[src/rtl/pwm_dcdr_pkg.sv]
// Shared types and defaults for the PWM speed decoder and the motor driver.
package pwm_dcdr_pkg;
  localparam int PERIOD_DEF  = 2048;
  localparam int TIMEOUT_DEF = 4096;

  typedef enum logic [1:0] {IDLE, HIGH_FWD, HIGH_REV, LOW} state_e;

  typedef logic signed [11:0] spd_t;

  // Reverse speed is the one's complement so cnt 1 -> -2 and cnt 2047 -> -2048.
  function automatic spd_t spd_of(input logic rev, input logic [10:0] cnt);
    return rev ? ~{1'b0, cnt} : {1'b0, cnt};
  endfunction
endpackage

[src/rtl/pwm_sync_edge.sv]
// Two-flop synchronizer plus edge-detect flop for one asynchronous PWM pin.
module pwm_sync_edge (
  input  logic clk,
  input  logic rst,
  input  logic pwm_i,
  output logic lvl_o,
  output logic rise_o,
  output logic fall_o
);
  logic [2:0] sync_q, sync_d;
  logic [1:0] vld_pipe_q, vld_pipe_d;
  logic       armed_q, armed_d;

  // Arm only once a valid low has been synchronized, so a pulse already in
  // progress when reset releases is never measured.
  always_comb begin
    sync_d     = {sync_q[1:0], pwm_i};
    vld_pipe_d = {vld_pipe_q[0], 1'b1};
    armed_d    = armed_q | (vld_pipe_q[1] & ~sync_q[1]);
  end

  always_ff @(posedge clk or posedge rst) begin
    if (rst) begin
      sync_q     <= '0;
      vld_pipe_q <= '0;
      armed_q    <= 1'b0;
    end else begin
      sync_q     <= sync_d;
      vld_pipe_q <= vld_pipe_d;
      armed_q    <= armed_d;
    end
  end

  assign lvl_o  = armed_q &  sync_q[1];
  assign rise_o = armed_q &  sync_q[1] & ~sync_q[2];
  assign fall_o = armed_q & ~sync_q[1] &  sync_q[2];
endmodule

[src/rtl/pwm_dcdr.sv]
// Reconstructs signed motor speed from H-bridge PWM high time, with period,
// coast, stuck-high and direction-conflict reporting.
module pwm_dcdr
  import pwm_dcdr_pkg::*;
#(
  parameter int PERIOD  = PERIOD_DEF,
  parameter int TIMEOUT = TIMEOUT_DEF
) (
  input  logic        clk,
  input  logic        rst,
  input  logic        PWM1,
  input  logic        PWM2,
  output spd_t        spd,
  output logic        spd_vld,
  output logic [11:0] period,
  output logic        coast,
  output logic        stuck,
  output logic        dir_err
);
  localparam int              TO_W    = $clog2(TIMEOUT + 1);
  localparam logic [TO_W-1:0] TO_MAX  = TO_W'(TIMEOUT);
  localparam logic [TO_W-1:0] TO_HIT  = TO_W'(TIMEOUT - 1);
  localparam logic [10:0]     CNT_MAX = 11'(PERIOD - 1);

  logic [1:0] pwm_in, lvl, rise, fall;
  assign pwm_in = {PWM2, PWM1};

  for (genvar i = 0; i < 2; i++) begin : g_sync
    pwm_sync_edge u_sync (
      .clk   (clk),
      .rst   (rst),
      .pwm_i (pwm_in[i]),
      .lvl_o (lvl[i]),
      .rise_o(rise[i]),
      .fall_o(fall[i])
    );
  end

  state_e          state_q, state_d;
  logic [10:0]     hcnt_q, hcnt_d;
  logic [TO_W-1:0] to_q, to_d;
  logic [11:0]     pcnt_q, pcnt_d, period_q, period_d;
  logic            pvld_q, pvld_d;
  logic            upd_q, upd_d;
  spd_t            upd_spd_q, upd_spd_d, spd_q, spd_d;
  logic            spd_vld_q, spd_vld_d;
  logic            coast_q, coast_d, stuck_q, stuck_d, dir_err_q, dir_err_d;

  logic rev, act_lvl, act_fall, oth_rise;
  assign rev      = (state_q == HIGH_REV);
  assign act_lvl  = rev ? lvl[1]  : lvl[0];
  assign act_fall = rev ? fall[1] : fall[0];
  assign oth_rise = rev ? rise[0] : rise[1];

  always_comb begin
    state_d   = state_q;
    hcnt_d    = hcnt_q;
    to_d      = (to_q == TO_MAX) ? to_q : to_q + TO_W'(1);
    pcnt_d    = (&pcnt_q) ? pcnt_q : pcnt_q + 12'd1;
    pvld_d    = pvld_q;
    period_d  = period_q;
    upd_d     = 1'b0;
    upd_spd_d = upd_spd_q;
    coast_d   = coast_q;
    stuck_d   = stuck_q;
    dir_err_d = dir_err_q;

    if (|rise) begin
      pcnt_d  = 12'd1;
      pvld_d  = 1'b1;
      coast_d = 1'b0;
      to_d    = '0;
      if (pvld_q) period_d = pcnt_q;
    end

    case (state_q)
      IDLE, LOW: begin
        if (&lvl) begin
          dir_err_d = 1'b1;
          state_d   = IDLE;
        end else if (rise[0]) begin
          state_d = HIGH_FWD;
          hcnt_d  = 11'd1;
        end else if (rise[1]) begin
          state_d = HIGH_REV;
          hcnt_d  = 11'd1;
        end else if (to_q == TO_HIT && !coast_q) begin
          // Coast also invalidates the period so the next rise only restarts it.
          upd_d     = 1'b1;
          upd_spd_d = '0;
          coast_d   = 1'b1;
          pvld_d    = 1'b0;
          state_d   = IDLE;
        end
      end
      default: begin
        if (&lvl) begin
          dir_err_d = 1'b1;
          stuck_d   = 1'b0;
          state_d   = IDLE;
        end else if (act_fall) begin
          if (!stuck_q) begin
            upd_d     = 1'b1;
            upd_spd_d = spd_of(rev, hcnt_q);
          end
          stuck_d = 1'b0;
          if (oth_rise) begin
            state_d = rev ? HIGH_FWD : HIGH_REV;
            hcnt_d  = 11'd1;
          end else begin
            state_d = LOW;
          end
        end else begin
          if (act_lvl && hcnt_q != CNT_MAX) hcnt_d = hcnt_q + 11'd1;
          if (to_q == TO_HIT && !stuck_q) begin
            upd_d     = 1'b1;
            upd_spd_d = spd_of(rev, CNT_MAX);
            stuck_d   = 1'b1;
          end
        end
      end
    endcase

    if (state_d != state_q) to_d = '0;

    spd_d     = upd_q ? upd_spd_q : spd_q;
    spd_vld_d = upd_q;
  end

  always_ff @(posedge clk or posedge rst) begin
    if (rst) begin
      state_q   <= IDLE;
      hcnt_q    <= '0;
      to_q      <= '0;
      pcnt_q    <= '0;
      pvld_q    <= 1'b0;
      period_q  <= '0;
      upd_q     <= 1'b0;
      upd_spd_q <= '0;
      spd_q     <= '0;
      spd_vld_q <= 1'b0;
      coast_q   <= 1'b0;
      stuck_q   <= 1'b0;
      dir_err_q <= 1'b0;
    end else begin
      state_q   <= state_d;
      hcnt_q    <= hcnt_d;
      to_q      <= to_d;
      pcnt_q    <= pcnt_d;
      pvld_q    <= pvld_d;
      period_q  <= period_d;
      upd_q     <= upd_d;
      upd_spd_q <= upd_spd_d;
      spd_q     <= spd_d;
      spd_vld_q <= spd_vld_d;
      coast_q   <= coast_d;
      stuck_q   <= stuck_d;
      dir_err_q <= dir_err_d;
    end
  end

  assign spd     = spd_q;
  assign spd_vld = spd_vld_q;
  assign period  = period_q;
  assign coast   = coast_q;
  assign stuck   = stuck_q;
  assign dir_err = dir_err_q;
endmodule

[config.mk]
export PLATFORM = sky130hd
export DESIGN_NAME = pwm_dcdr
export DESIGN_NICKNAME = d
export VERILOG_FILES = /design/src/rtl/pwm_dcdr_pkg.sv /design/src/rtl/pwm_sync_edge.sv /design/src/rtl/pwm_dcdr.sv
export SDC_FILE = /design/constraint.sdc
export NUM_CORES = 1
export LEC_CHECK = 0
export BUFFER_PORTS_ARGS = -buffer_cell sky130_fd_sc_hd__buf_2
export CORE_AREA = 10 10 133 135
export CTS_BUF_LIST = sky130_fd_sc_hd__clkbuf_2
export DETAILED_ROUTE_END_ITERATION = 10
export DIE_AREA = 0 0 143 145
export HOLD_SLACK_MARGIN = 0.02
export PLACE_DENSITY_LB_ADDON = 0.2
export REMOVE_ABC_BUFFERS = 1
export SLEW_MARGIN = 0
export SYNTH_ARGS = -nofsm -noshare
export SYNTH_HDL_FRONTEND = slang
export SYNTH_SLANG_ARGS = --single-unit
export TNS_END_PERCENT = 30
[constraint.sdc]
create_clock -name clk -period 5.3 [get_ports clk]
set_input_delay 0.265 -clock clk [delete_from_list [all_inputs] [get_ports clk]]
set_output_delay 0.265 -clock clk [all_outputs]
set_load 0.01 [all_outputs]
After elaboration in Yosys (flattened, before gate mapping)

Index checks and enable logic that the tools add are counted.

Register bits: 92
Output and inout bits: 28

$add $sub $neg: 3
Equal/unequal tests: 14
Mux-type cells: 60
Bitwise gates (word level): 19
Reduce and logical (&&, ||, !) cells: 17

Operators with widths:

| operator                                                                | number |
|---|---|
| 12-bit 2-to-1 mux                                                       | 13 |
| 11-bit 2-to-1 mux                                                       | 8 |
| 13-bit 2-to-1 mux                                                       | 3 |
| 1-bit 2-to-1 mux                                                        | 27 |
| 2-bit 2-to-1 mux                                                        | 9 |
| 13-bit by 1-bit adder with 13-bit output, second input constant         | 1 |
| 13-bit by 12-bit equality test with 1-bit output, second input constant | 1 |
| 13-bit equality test, second input constant                             | 1 |
| 12-bit by 1-bit adder with 12-bit output, second input constant         | 1 |
| 11-bit inverter with 12-bit output                                      | 1 |
| 12-bit AND reduction                                                    | 1 |
| 11-bit by 1-bit adder with 11-bit output, second input constant         | 1 |
| 11-bit inequality test, second input constant                           | 1 |
| 1-bit AND                                                               | 10 |
| 3-bit by 1-bit inequality test with 1-bit output, second input constant | 3 |
| 3-bit nonzero test                                                      | 3 |
| 2-bit inequality test, second input constant                            | 3 |
| 1-bit inverter                                                          | 6 |
| 2-bit AND reduction                                                     | 3 |
| 6-bit AND reduction                                                     | 1 |
| 2-bit equality test, second input constant                              | 2 |
| 4-bit AND reduction                                                     | 1 |
| 2-bit OR reduction                                                      | 2 |
| 1-bit logical AND                                                       | 3 |
| 6 further kinds                                                         | 8 |

Longest topological paths before layout

Depth in word-level cells: 9
Depth in mapped cells: 10

Hierarchy

From an unflattened synthesis, not the netlist that was laid out.

Cell total of the unflattened synthesis: 435
Area total of the unflattened synthesis: 4448.0 um^2

By module, submodules not included:

| module        | instances | cells an instance | area an instance (um^2) | sequential area each (um^2) |
|---|---|---|---|---|
| pwm_dcdr      | 1         | 409               | 4047.6                  | 2001.9 |
| pwm_sync_edge | 2         | 13                | 200.2                   | 150.1 |

Worst setup path before layout

No wires, ideal clock.

Path kind: register to register
Start: register state_q[0]
End: register to_q[1]
Arrival time: 1.947 ns
Required time: 5.177 ns
Slack: 3.231 ns
Stages on the path, launching flop included: 11
Path buffers: 3
Period minus slack after synthesis: 2.069 ns
Path through: dfrtp_1 inv_1 ha_1 buf_2 inv_1 buf_2 o41ai_1 a41oi_1 nor2_1 buf_2 nor3_1

Word-level cells in the longest chain between the ends: 8
Elaborated cells on any way between the ends: 18

RTL lines:

| item                                                                                                   | line                            | source |
|---|---|---|
| from (decl)                                                                                            | pwm_dcdr.sv:39                  | `state_e state_q, state_d;` |
| from (signal assigned)                                                                                 | pwm_dcdr.sv:146                 | `state_q <= state_d;` |
| 2-bit equality test                                                                                    | pwm_dcdr.sv:50                  | `assign rev = (state_q == HIGH_REV);` |
| 2-bit 2-to-1 mux or 1-bit 2-to-1 mux (tied branches)                                                   | pwm_dcdr.sv:108, pwm_dcdr.sv:53 |  |
| 2-bit 2-to-1 mux                                                                                       | pwm_dcdr.sv:107                 | `if (oth_rise) begin` |
| 2-bit 2-to-1 mux                                                                                       | pwm_dcdr.sv:101                 | `end else if (act_fall) begin` |
| 2-bit 2-to-1 mux                                                                                       | pwm_dcdr.sv:97                  | `if (&lvl) begin` |
| 2-bit 2-to-1 mux                                                                                       | pwm_dcdr.sv:76                  | `case (state_q)` |
| 2-bit inequality test *                                                                                | pwm_dcdr.sv:124                 | `if (state_d != state_q) to_d = '0;` |
| 3-bit by 1-bit inequality test with 1-bit output (no source line) or 13-bit 2-to-1 mux (tied branches) | n/a                             |  |
| to (signal assigned)                                                                                   | pwm_dcdr.sv:148                 | `to_q <= to_d;` |
| to (decl)                                                                                              | pwm_dcdr.sv:41                  | `logic [TO_W-1:0] to_q, to_d;` |

Mark *: on every way between the ends. The rest lies on a longest branch, timed or not.
A chain may end at the register's enable or synchronous reset.

Worst setup path after layout

Start: register state_q[0]
End: register to_q[3]

Same word-level chain as after synthesis.

==> flow_summary.json <==
{
  "p_per_area_nw_per_um2": 434,
  "ys_top_cells_by_area": "dfrtp_1 (51%), mux2_2 (5.4%), xnor2_1 (4.0%), mux2_4 (3.1%), o31ai_1 (2.6%)",
  "cts_buffers": 9,
  "ys_ff_latch": 90,
  "async_flop_share_pct": 100,
  "clockRootBuffer": "clkbuf_2",
  "hold_path.class": "in -> async",
  "overflow": 0,
  "synth.distinct_cells": 60,
  "path_depth": 7,
  "ant_nets": 0,
  "area.sequential_um2": 2250,
  "clk_pin_slew_worst_paths_ns": 0.24,
  "grt_max_degree": 73,
  "power_mw": 2.10,
  "postSynthCellCount": 394,
  "die_x_um": 143,
  "start_kind": "register",
  "yosys_warnings": 0,
  "critPathTopFamily": "simple AND/OR/NAND/NOR gates",
  "leakage_nw": 2.14,
  "rr_worst_depth": 7,
  "die_h_um": 145,
  "antenna_found_initial": 1,
  "clock_latency_ns": 0.60,
  "post_synth.cell_area_avg_um2": 11.2,
  "core_area_um2": 15000,
  "drt_iter0_markers": 252,
  "yosys-top-cells-count": "dfrtp_1 (90), nor2_1 (26), nand2_1 (23), mux2_2 (21), nor3_1 (21)",
  "layout-area-overhead-vs-synth_pct": 9.72,
  "clkSinkCount": 90,
  "crit_fanout": 18,
  "finalSetupViolCount": 0,
  "die-area_um2": 20700,
  "first_pass_iters": 4,
  "synth_edf_count": 0,
  "ios": 32,
  "cap_violations": 0,
  "critPathSlowestCell": "nor2_1",
  "worstPathBufferInverterCount": 1,
  "crit_type": "reg -> reg",
  "status": "finished clean",
  "crit_required_ns": 5.75,
  "seq_area_frac_synth_pct": 51.0,
  "path_cells": "inv_1 -> ha_1 -> nand4b_4 -> nand2_1 -> a41oi_1 -> nor2_1 -> nor3_1",
  "max_stage_delay_ns": 0.75,
  "synth_top_cell_by_area": "dfrtp_1",
  "tightest_slew_ns": 0.987,
  "post_dp_cell_area_um2": 4700,
  "slew_headroom_pct": 34.1,
  "worstSetupEndpointType": "register",
  "yosys_most_used_dff": "dfrtp_1",
  "clock_path_buffers": 2,
  "cts_tree": "yes",
  "placementRows": 45,
  "synth_most_common_cell": "dfrtp_1",
  "routedWlPerCell_um": 15.0,
  "slew_violations": 0,
  "grt_use_total_pct": 9.27,
  "fill_cells": 1509,
  "critPathArrivalTime_ns": 3.53,
  "via_per_inst": 4.90,
  "wl_mm": 9.22,
  "multi_input_area_um2": 2010,
  "rsz0062_at_grt": "no",
  "grt_first_pass_wirelength_mm": 15.8,
  "grt_pass1_vias": 3111,
  "hpwlAfterDp_mm": 6.39,
  "fmax_ghz": 0.325,
  "fin_skew_ns": 0.0322,
  "fin_crit_ns": 3.08,
  "post-place-ws_ns": 2.23,
  "post-route-drc-count": 0,
  "syn_area_um2": 4420,
  "cts_max_level": 3,
  "post-route-period-util_pct": 58.1,
  "fin_setup_tns_ns": 0,
  "synth.top_cell.area_share_pct": 51.0,
  "peakVddDrop_v": 0.000135,
  "layout-drive-gt1-share_pct": 21.2,
  "initial_core_util_pct": 29.4,
  "gp_congestion": 0.795,
  "fin_nets": 428,
  "hold_viol_final": 0,
  "io_buffers": 31,
  "worst_slack_ns": 2.22,
  "via_count": 3003,
  "finalInstanceArea_um2": 4840,
  "whs_ns": 0.0979
}
[through the flow]
step	util, %	cells
2_1_floorplan	-	373
3_3_place_gp	31.3	593
3_5_place_dp	31.3	593
4_1_cts	32.2	612
5_1_grt	32.2	613
6_report	32.2	613
[cells in the final DEF (no fill, tap or decap), types with 3 or more instances in the layout]
cell / n
dfrtp_1: 90
buf_2: 31
nor2_1: 26
nand2_1: 23
nor3_1: 21
mux2_2: 21
a21oi_1: 20
xnor2_1: 20
nand3_1: 16
o31ai_1: 15
clkbuf_2: 11
inv_1: 10
and3_1: 10
xor2_1: 10
nand4_1: 9
mux2_4: 9
mux2_1: 7
o21ai_1: 5
o21ai_0: 5
ha_1: 5
and4_1: 4
nand3b_1: 3
a21o_1: 3
dlygate4sd3_1: 3
[sequential cells by signal (all words and copies together), names as in the netlist]
register	cells
to_q	13
pcnt_q	12
period	12
spd	12
upd_spd_q	12
hcnt_q	11
g_sync.u_sync.sync_q	6
g_sync.u_sync.armed_q	2
g_sync.u_sync.vld_pipe_q	2
state_q	2
coast	1
dir_err	1
pvld_q	1
spd_vld	1
spd_vld_d	1
stuck	1
[path summary, 6_finish.rpt]
kind	startpoint	endpoint	slack [ns]
setup / recovery	state_q[0]	to_q[3]	2.22
hold / removal	rst	period[9]	0.1
setup reg to reg	state_q[0]	to_q[3]	2.22
hold reg to reg	g_sync[0].u_sync.sync_q[0]	g_sync[0].u_sync.sync_q[1]	0.38
max in group asynchronous	rst	to_q[5]	3.96
min in group clk	PWM1	g_sync[0].u_sync.sync_q[0]	0.29
[worst reg2reg max path, stage by stage (launching register included)]
cell and delay (ns):
dfrtp_1 0.47, inv_1 0.10, ha_1 0.74, nand4b_4 0.23, nand2_1 0.37, a41oi_1 0.17
nor2_1 0.75, nor3_1 0.11
[cell type report]
type | count | area share, %
diodes | 1 | 0.0517
clock buffers | 11 | 1.14
clock inverters | 5 | 1.14
inverters | 11 | 0.878
multi-input cells | 272 | 41.5
flip-flops and latches | 90 | 46.5
well taps | 188 | 4.86
repair buffers | 35 | 3.98
[layer usage]
| metal | up-vias | global-route usage (%) | share of wire, % |
|---|---|---|---|
| li1 | 1472 | - | - |
| met1 | 1480 | 12.5 | 51 |
| met2 | 38 | 13.3 | 43 |
| met3 | 13 | 2.48 | 4.0 |
| met4 | 0 | 4.75 | 2.1 |
| met5 | - | 0 | 0 |
[where the power goes]
part / internal, mW / switching, mW / total (mW)
Sequential: 0.811 / 0.104 / 0.915
Combinational: 0.352 / 0.489 / 0.841
Clock: 0.111 / 0.236 / 0.347
Total: 1.27 / 0.829 / 2.10
[cells by family (layout without fill, tap and decap cells)]
kind of cell	after synthesis	count (layout)	synth area share, %
flip-flops	90	90	51.0
adder cells (fa/ha/maj)	5	5	1.42
multiplexers	38	38	10.4
buffers and inverters	32	62	3.49
other	1	2	0.0849
AO/OA/AOI/OAI	65	65	10.2
AND/OR/NAND/NOR	133	133	17.4
XOR/XNOR	30	30	5.95
[what timing repair did]
action | CTS | global route
setup endpoints to repair | 0 | 0
gates resized for setup | 0 | 0
hold buffers | 3 | 0
hold endpoints to repair | 20 | 0
buffers inserted | 0 | 0
Power figures use the tool's default switching activity.
